==> src/rtl/mul_feed_controller.sv <==
// mul_feed_controller: feeds column-ordered partial products to the shift register/compressor and checks the captured sum.
module mul_feed_controller #(
  parameter int N = 22,
  parameter int COMP_LATENCY = 0,
  parameter int CNT_W = 16
) (
  input  logic             clk,
  input  logic             rst,
  input  logic             in_valid,
  output logic             in_ready,
  input  logic [N-1:0]     a,
  input  logic [N-1:0]     b,
  output logic [2*N-2:0]   shift_bits,
  input  logic [2*N-1:0]   sum_in,
  output logic             out_valid,
  input  logic             out_ready,
  output logic [2*N-1:0]   result,
  output logic [2*N-1:0]   expected,
  output logic             mismatch,
  output logic [CNT_W-1:0] op_count,
  output logic [CNT_W-1:0] err_count
);
  localparam int W = 2*N-1;
  localparam int R = 2*N;
  localparam int CMAX = N > COMP_LATENCY+1 ? N : COMP_LATENCY+1;
  localparam int CW = CMAX > 1 ? $clog2(CMAX) : 1;
  localparam int AW = N > 1 ? $clog2(N) : 1;

  typedef enum logic [1:0] {IDLE, FEED, WAIT, DONE} state_t;
  state_t state, state_n;
  logic [CW-1:0] cnt, cnt_n, feed_j;
  logic [N-1:0] op_a, op_b, src_a, src_b;
  logic [W-1:0] bits_n;
  logic accept, feed_on, capture, miss;

  assign accept = state == IDLE && in_valid;
  assign in_ready = state == IDLE && !rst;
  assign out_valid = state == DONE;
  assign miss = sum_in != expected;

  always_comb begin
    state_n = state;
    cnt_n = cnt;
    capture = 1'b0;
    unique case (state)
      IDLE: begin
        state_n = in_valid ? FEED : IDLE;
        cnt_n = '0;
      end
      FEED: begin
        state_n = cnt == CW'(N-1) ? WAIT : FEED;
        cnt_n = cnt == CW'(N-1) ? '0 : cnt + 1'b1;
      end
      WAIT: begin
        capture = cnt == CW'(COMP_LATENCY);
        state_n = capture ? DONE : WAIT;
        cnt_n = cnt + 1'b1;
      end
      DONE: state_n = out_ready ? IDLE : DONE;
      default: state_n = IDLE;
    endcase
  end

  // shift_bits is registered, so compute the bits of the cycle about to start
  assign feed_on = accept || (state == FEED && cnt != CW'(N-1));
  assign feed_j = state == FEED ? cnt + 1'b1 : '0;
  assign src_a = state == FEED ? op_a : a;
  assign src_b = state == FEED ? op_b : b;

  for (genvar k = 0; k < W; k++) begin : g_col
    localparam int H = k+1 < W-k ? k+1 : W-k;
    localparam int OFF = N - H;
    localparam int IMIN = k-N+1 > 0 ? k-N+1 : 0;
    logic [AW-1:0] ia, ib;
    assign ia = AW'(IMIN + int'(feed_j) - OFF);
    assign ib = AW'(k - IMIN - int'(feed_j) + OFF);
    assign bits_n[k] = feed_on && int'(feed_j) >= OFF && src_a[ia] && src_b[ib];
  end

  always_ff @(posedge clk) begin
    if (rst) begin
      state <= IDLE;
      cnt <= '0;
      op_a <= '0;
      op_b <= '0;
      shift_bits <= '0;
      result <= '0;
      expected <= '0;
      mismatch <= 1'b0;
      op_count <= '0;
      err_count <= '0;
    end else begin
      state <= state_n;
      cnt <= cnt_n;
      shift_bits <= bits_n;
      if (accept) begin
        op_a <= a;
        op_b <= b;
        expected <= R'(a) * R'(b);
      end
      if (capture) begin
        result <= sum_in;
        mismatch <= miss;
        op_count <= op_count + CNT_W'(op_count != '1);
        err_count <= err_count + CNT_W'(miss && err_count != '1);
      end
    end
  end
endmodule

==> config.mk <==
export PLATFORM = sky130hd
export DESIGN_NAME = mul_feed_controller
export DESIGN_NICKNAME = d
export VERILOG_FILES = /design/src/rtl/mul_feed_controller.sv
export SDC_FILE = /design/constraint.sdc
export NUM_CORES = 2
export LEC_CHECK = 0
export BUFFER_PORTS_ARGS = -buffer_cell sky130_fd_sc_hd__clkbuf_2
export CAP_MARGIN = 20
export CORE_MARGIN = 5
export CORE_UTILIZATION = 63
export DETAILED_ROUTE_END_ITERATION = 8
export PLACE_DENSITY = 0.87
export SLEW_MARGIN = 20
export SYNTH_ARGS = -nofsm -noshare
export SYNTH_HDL_FRONTEND = slang
export SYNTH_SLANG_ARGS = --single-unit
==> constraint.sdc <==
create_clock -name clk -period 7.4 [get_ports clk]
set_clock_uncertainty 0.1 [all_clocks]
set_input_delay 0.37 -clock clk [delete_from_list [all_inputs] [get_ports clk]]
set_output_delay 0.37 -clock clk [all_outputs]
set_load 0.02 [all_outputs]
Word-level counts from Yosys, hierarchy flattened
Cells that the tools add are included.

Word-level logic and storage cells: 555. Input port bits: 92. Output and inout bits: 166. Latch bits: 0. RAM bits: 0. ROM bits: 0. Flip-flop bits (word level): 215. Memories kept: 0.

Order comparisons: 107. $add $sub $neg: 130. Eq/ne operators: 8. Muxes and demuxes: 183. Bitwise operators: 0. Shift-type cells: 0. Divide/modulo/power cells: 0. $mul: 1. Reductions and logical operators: 116.

Operator list (count): $lt A5 B6 Y1 const B (86); $bmux W1 S5 (86); $add A5 B5 Y5 const B (28); $logic_and A1 B1 Y1 (111); $mux W1 (89); $sub A5 B4 Y5 const B (16); $sub A5 B5 Y5 const B (12); $mul A22 B22 Y44 (1); $mux W22 (2); $ne A44 B44 Y1 (1); $add A4 B5 Y5 const A (8); $add A5 B4 Y5 const B (8); $ge A5 B4 Y1 const B (8); $sub A4 B5 Y5 const A (8); $sub A5 B3 Y5 const B (8); $add A16 B1 Y16 (2); $ne A16 B16 Y1 const B (2); $add A5 B5 Y5 const A (6); $ge A5 B5 Y1 const B (6); $sub A5 B5 Y5 const A (6); $add A3 B5 Y5 const A (4); $add A5 B3 Y5 const B (4); $ge A5 B3 Y1 const B (4); $sub A3 B5 Y5 const A (4); 23 further kinds (35).

Logic depth before layout (Yosys ltp)
Word-level depth: 8. Depth in mapped cells: 26. Mapped depth without buffers: 25.

Worst setup path before layout
OpenSTA, ideal clock, no wires.

Kind: input -> register. Start: input port a[10]. End: register expected[43]. Arrival time: 6433 ps. Data required time: 7178 ps. Setup time: 122 ps. Cell stages on the path: 25. Path slack: 745 ps. Path buffers: 1. Cells stage by stage: clkbuf_1 and2_1 fa_1 fa_1 inv_1 fa_1 inv_1 fa_1 inv_1 fa_1 inv_1 fa_1 inv_1 fa_1 inv_1 ha_1 a21oi_1 o21ai_0 a211oi_1 o21ai_0 a21boi_0 o21ai_0 a221oi_1 nor3_1 nand3b_1.

Longest elaborated chain between the ends: 1.

RTL lines: start: declaration (RTL line 11) `input logic [N-1:0] a,`; $mul A22 B22 Y44 (RTL line 99) `expected <= R'(a) * R'(b);`; end signal: assignment (RTL line 99); end: declaration (RTL line 18) `output logic [2*N-1:0] expected,`.

No other way between the ends. A chain may end at the register's enable or synchronous reset.

Final worst setup path
Start: input port b[6]. End: register expected[43].

Longest elaborated chain between the ends: 1.

RTL lines: start: declaration (RTL line 12) `input logic [N-1:0] b,`; $mul A22 B22 Y44 (RTL line 99).

No other way between the ends.

==> impl_summary.txt <==
----------------------------------------------------
[Status]
  Status ... finished with violations
  Failing checks ... hold timing

[GRT]
  Initial antenna violation count ... 4
  Overall global routing resource usage ... 0.337
  Pin count of the biggest net entering global routing ... about 110
  Wire length of the first global-routing pass ... 136000 um
  Number of global-route vias before repair ... ~26000
  Leftover overflow at the end of global routing ... 0

[STA]
  Shortest period the worst path allows ... about 7.0 ns
  Maximum clock frequency ... approximately 140 MHz
  Max-slew headroom ... 0.348
  # setup viols final ... 0
  Number of pins exceeding their max-slew limit in the final report ... 0
  Min setup slack post-route ... 0.440 ns
  Final worst path period share ... 0.941
  Transition time at the pin with the least slew margin ... slightly below 1 ns
  Post-Route Setup TNS ... 0 ns
  Setup repair after global routing missed its margin ... false
  Worst hold slack ... -0.00357 ns
  Fin. Hold Viols ... 1

[Placement]
  Setup Slack @ Placement ... 0.0836 ns
  Placed Cells incl. Taps ... a little over 4000
  Port Buffer Count ... roughly 260
  RD Place Congestion ... roughly 1.0
  HPWL after DPL ... between 60000 and 70000 um

[Synthesis]
  Largest area contributor in the synthesized netlist ... sky130_fd_sc_hd__fa_1
  Leading register cell type out of synthesis ... sky130_fd_sc_hd__dfxtp_1
  Flops & latches, synth ... 215
  Post-synth net total ... 4036
  Yosys cell types ... just over 80
  Proportion of synthesized flip-flops having asynchronous set or reset ... 0
  Yosys warns ... 0
  EDFF count, synth ... 0
  Mapped cell area ... about 0.028 mm^2
  Syn Inst Count ... 3349
  Top cells by area, synth ... sky130_fd_sc_hd__fa_1, sky130_fd_sc_hd__dfxtp_1, sky130_fd_sc_hd__ha_1, sky130_fd_sc_hd__nand2_1, sky130_fd_sc_hd__inv_1
  Per-instance average area after synthesis ... between 8 and 9 um^2
  Synth top area share ... 0.280
  Register area share after synthesis ... 0.152

[Drt]
  Vias after detailed routing ... approximately 25000
  Remaining antenna violation count ... 0
  Routed wire length per instance ... slightly above 20 um
  Drt initial violations ... 2405
  Avg Vias per Cell ... around 6.0
  DRT Wirelength ... 84200 um
  Number of remaining DRC errors ... 0
  Detailed Routing Iterations Pass 1 ... 8

[Worst setup path]
  Startpoint type of the worst setup path ... input port
  Endpoint class of the critical path ... flip-flop
  Worst endpoint required time ... roughly 7.7 ns
  Maximum net fanout on the critical path ... 15
  Arrival time at the worst endpoint ... approximately 7.3 ns
  CP Class ... input port to flip-flop

[Cells and area]
  FF+latch area ... 0.00431 mm^2
  Final-layout fill cell count ... between 3000 and 4000
  Fraction of layout cells with a size suffix above 1 ... 0.122
  Number of nets in the final layout ... around 4200
  Multi-input logic area ... 0.0216 mm^2
  Area growth syn-to-layout ... 10.4%
  Non-filler instance count after layout ... roughly 4200

[Clocking]
  Cell at the root of the clock tree ... sky130_fd_sc_hd__clkbuf_16
  Number of buffers on the longest clock path ... 3
  Maximum level of the CTS H-tree ... 1
  Number of buffers created by CTS ... 24
  Post-CTS Repair Setup Buffers ... 0
  Insertion delay of the later-clocked pin in the worst-skew pair ... about 0.55 ns
  Number of buffers added to fix hold violations after cts ... 38
  Post-cts sizing count ... 0
  TritonCTS clock tree ... yes
  Clock slew seen by the registers of the worst setup and hold paths ... 0.06 ns
  Clock Sinks ... 215

[Floorplanning]
  Die height ... between 200 and 250 um
  Die Wd ... 222 um
  Core ar. ... 0.0444 mm^2
  IO Pins ... between 200 and 300
  Number of rows in the core area ... a little under 80
  Starting Density ... 0.639
  Die Area ... slightly below 0.05 mm^2

[Job]
  Max-capacitance violation count ... 0

[Hold path]
  Worst Hold Class ... input port to flip-flop

----------------------------------------------------
Yosys cell counts, drive strengths merged, types with 12 or more instances:
cell and instances:
a211oi 15, a21o 31, a21oi 213, and2 242, and3 12, buf 37, clkbuf 163, dfxtp 215
fa 397, ha 198, inv 451, mux2 20, mux2i 86, mux4 24, nand2 626, nand2b 13
nand3 41, nand4 23, nor2 96, nor2b 13, nor3 46, nor4 17, o21ai 86, xnor2 56
xor2 94
per-layer routing:
| metal | global-route usage | share of wire | vias up | routed length [um] |
|---|---|---|---|---|
| met4 | 0.145 | 0.053 | 0 | 4470 |
| met1 | 0.418 | 0.37 | 12000 | 30800 |
| li1 | - | - | 11000 | - |
| met2 | 0.574 | 0.48 | 1464 | 40700 |
| met3 | 0.0694 | 0.098 | 351 | 8270 |
| met5 | 0 | 0 | - | 0 |
state kept, by name (all words and copies together) (netlist names):
signal / cells
cnt: 5
err_count: 16
mismatch: 1
op_a: 22
state: 2
op_b: 22
result: 44
shift_bits: 43
expected: 44
op_count: 16
logic make-up (layout without fill, tap and decap cells):
family,Yosys count,after routing,share of synthesized area
simple gates,1173,1173,0.195
buf+inv,651,857,0.0891
fa+ha+maj,596,596,0.368
compound gates,434,434,0.0900
flops,215,215,0.152
xor+xnor,150,150,0.0498
mux,130,130,0.0573
other cells,0,3,0
through the flow:
stage,area (um^2),util
floorplan,28400,-
global placement,30100,0.678
detailed placement,30100,0.678
CTS,31300,0.705
global route,31300,0.705
finish,31300,0.705
placed cells by master, fill, tap and decap left out, types with 5 or more instances in the layout:
master,n
sky130_fd_sc_hd__a211oi_1,15
sky130_fd_sc_hd__nand2b_1,13
sky130_fd_sc_hd__o21a_1,7
sky130_fd_sc_hd__nand3_1,40
sky130_fd_sc_hd__nor3b_1,5
sky130_fd_sc_hd__nor4_1,16
sky130_fd_sc_hd__xnor2_1,52
sky130_fd_sc_hd__and3_1,11
sky130_fd_sc_hd__o21ai_0,85
sky130_fd_sc_hd__o22ai_1,7
sky130_fd_sc_hd__fa_1,397
sky130_fd_sc_hd__ha_1,197
sky130_fd_sc_hd__a22oi_1,7
sky130_fd_sc_hd__dfxtp_1,214
sky130_fd_sc_hd__o21bai_1,6
sky130_fd_sc_hd__nor2_1,96
sky130_fd_sc_hd__clkbuf_8,5
sky130_fd_sc_hd__nand4_1,23
sky130_fd_sc_hd__inv_1,447
sky130_fd_sc_hd__o211ai_1,9
sky130_fd_sc_hd__nor3_1,45
sky130_fd_sc_hd__mux2_2,20
sky130_fd_sc_hd__clkbuf_1,6
sky130_fd_sc_hd__or3_1,9
sky130_fd_sc_hd__a21oi_1,213
sky130_fd_sc_hd__nand2_1,624
sky130_fd_sc_hd__clkbuf_2,256
sky130_fd_sc_hd__and2_1,241
sky130_fd_sc_hd__nand3b_1,11
sky130_fd_sc_hd__xor2_1,92
sky130_fd_sc_hd__a211o_1,5
sky130_fd_sc_hd__a31oi_1,11
sky130_fd_sc_hd__dlygate4sd3_1,38
sky130_fd_sc_hd__nor2b_1,13
sky130_fd_sc_hd__mux4_2,24
sky130_fd_sc_hd__buf_4,67
sky130_fd_sc_hd__a21o_1,31
sky130_fd_sc_hd__clkbuf_16,24
sky130_fd_sc_hd__mux2i_1,86
critical path, stage by stage:
cell and delay, ns:
sky130_fd_sc_hd__clkbuf_2 0.27, sky130_fd_sc_hd__buf_4 0.28, sky130_fd_sc_hd__and2_1 0.17, sky130_fd_sc_hd__fa_1 0.43
sky130_fd_sc_hd__fa_1 0.53, sky130_fd_sc_hd__inv_1 0.05, sky130_fd_sc_hd__fa_1 0.48, sky130_fd_sc_hd__inv_1 0.06
sky130_fd_sc_hd__fa_1 0.48, sky130_fd_sc_hd__fa_1 0.53, sky130_fd_sc_hd__fa_1 0.58, sky130_fd_sc_hd__inv_1 0.07
sky130_fd_sc_hd__fa_1 0.54, sky130_fd_sc_hd__inv_1 0.05, sky130_fd_sc_hd__ha_1 0.37, sky130_fd_sc_hd__a21oi_1 0.25
sky130_fd_sc_hd__nand2_1 0.08, sky130_fd_sc_hd__a211oi_1 0.21, sky130_fd_sc_hd__o21ai_0 0.17, sky130_fd_sc_hd__a21boi_0 0.41
sky130_fd_sc_hd__o21ai_0 0.24, sky130_fd_sc_hd__a221oi_1 0.38, sky130_fd_sc_hd__nor3_1 0.09, sky130_fd_sc_hd__nand3b_1 0.17
cell type report:
class	count	share of cell area
multi-input combinational	2483	0.688
sequential	215	0.137
timing repair buffer	363	0.0703
inverter	451	0.0543
tap	592	0.0236
clock buffer	35	0.0221
clock inverter	8	0.00355
antenna	3	0.000240
worst paths after layout:
check | start | endpoint | slack (ns) | cells past startpoint
max | b[6] | expected[43] | 0.44 | 24
min | sum_in[25] | result[25] | -0.004 | 3
max reg2reg | cnt[0] | shift_bits[13] | 2.61 | 11
min reg2reg | result[18] | result[18] | 0.36 | 2
Power is not shown: default switching activity piles up to over one toggle a cycle in this logic, so the estimate is an artifact.
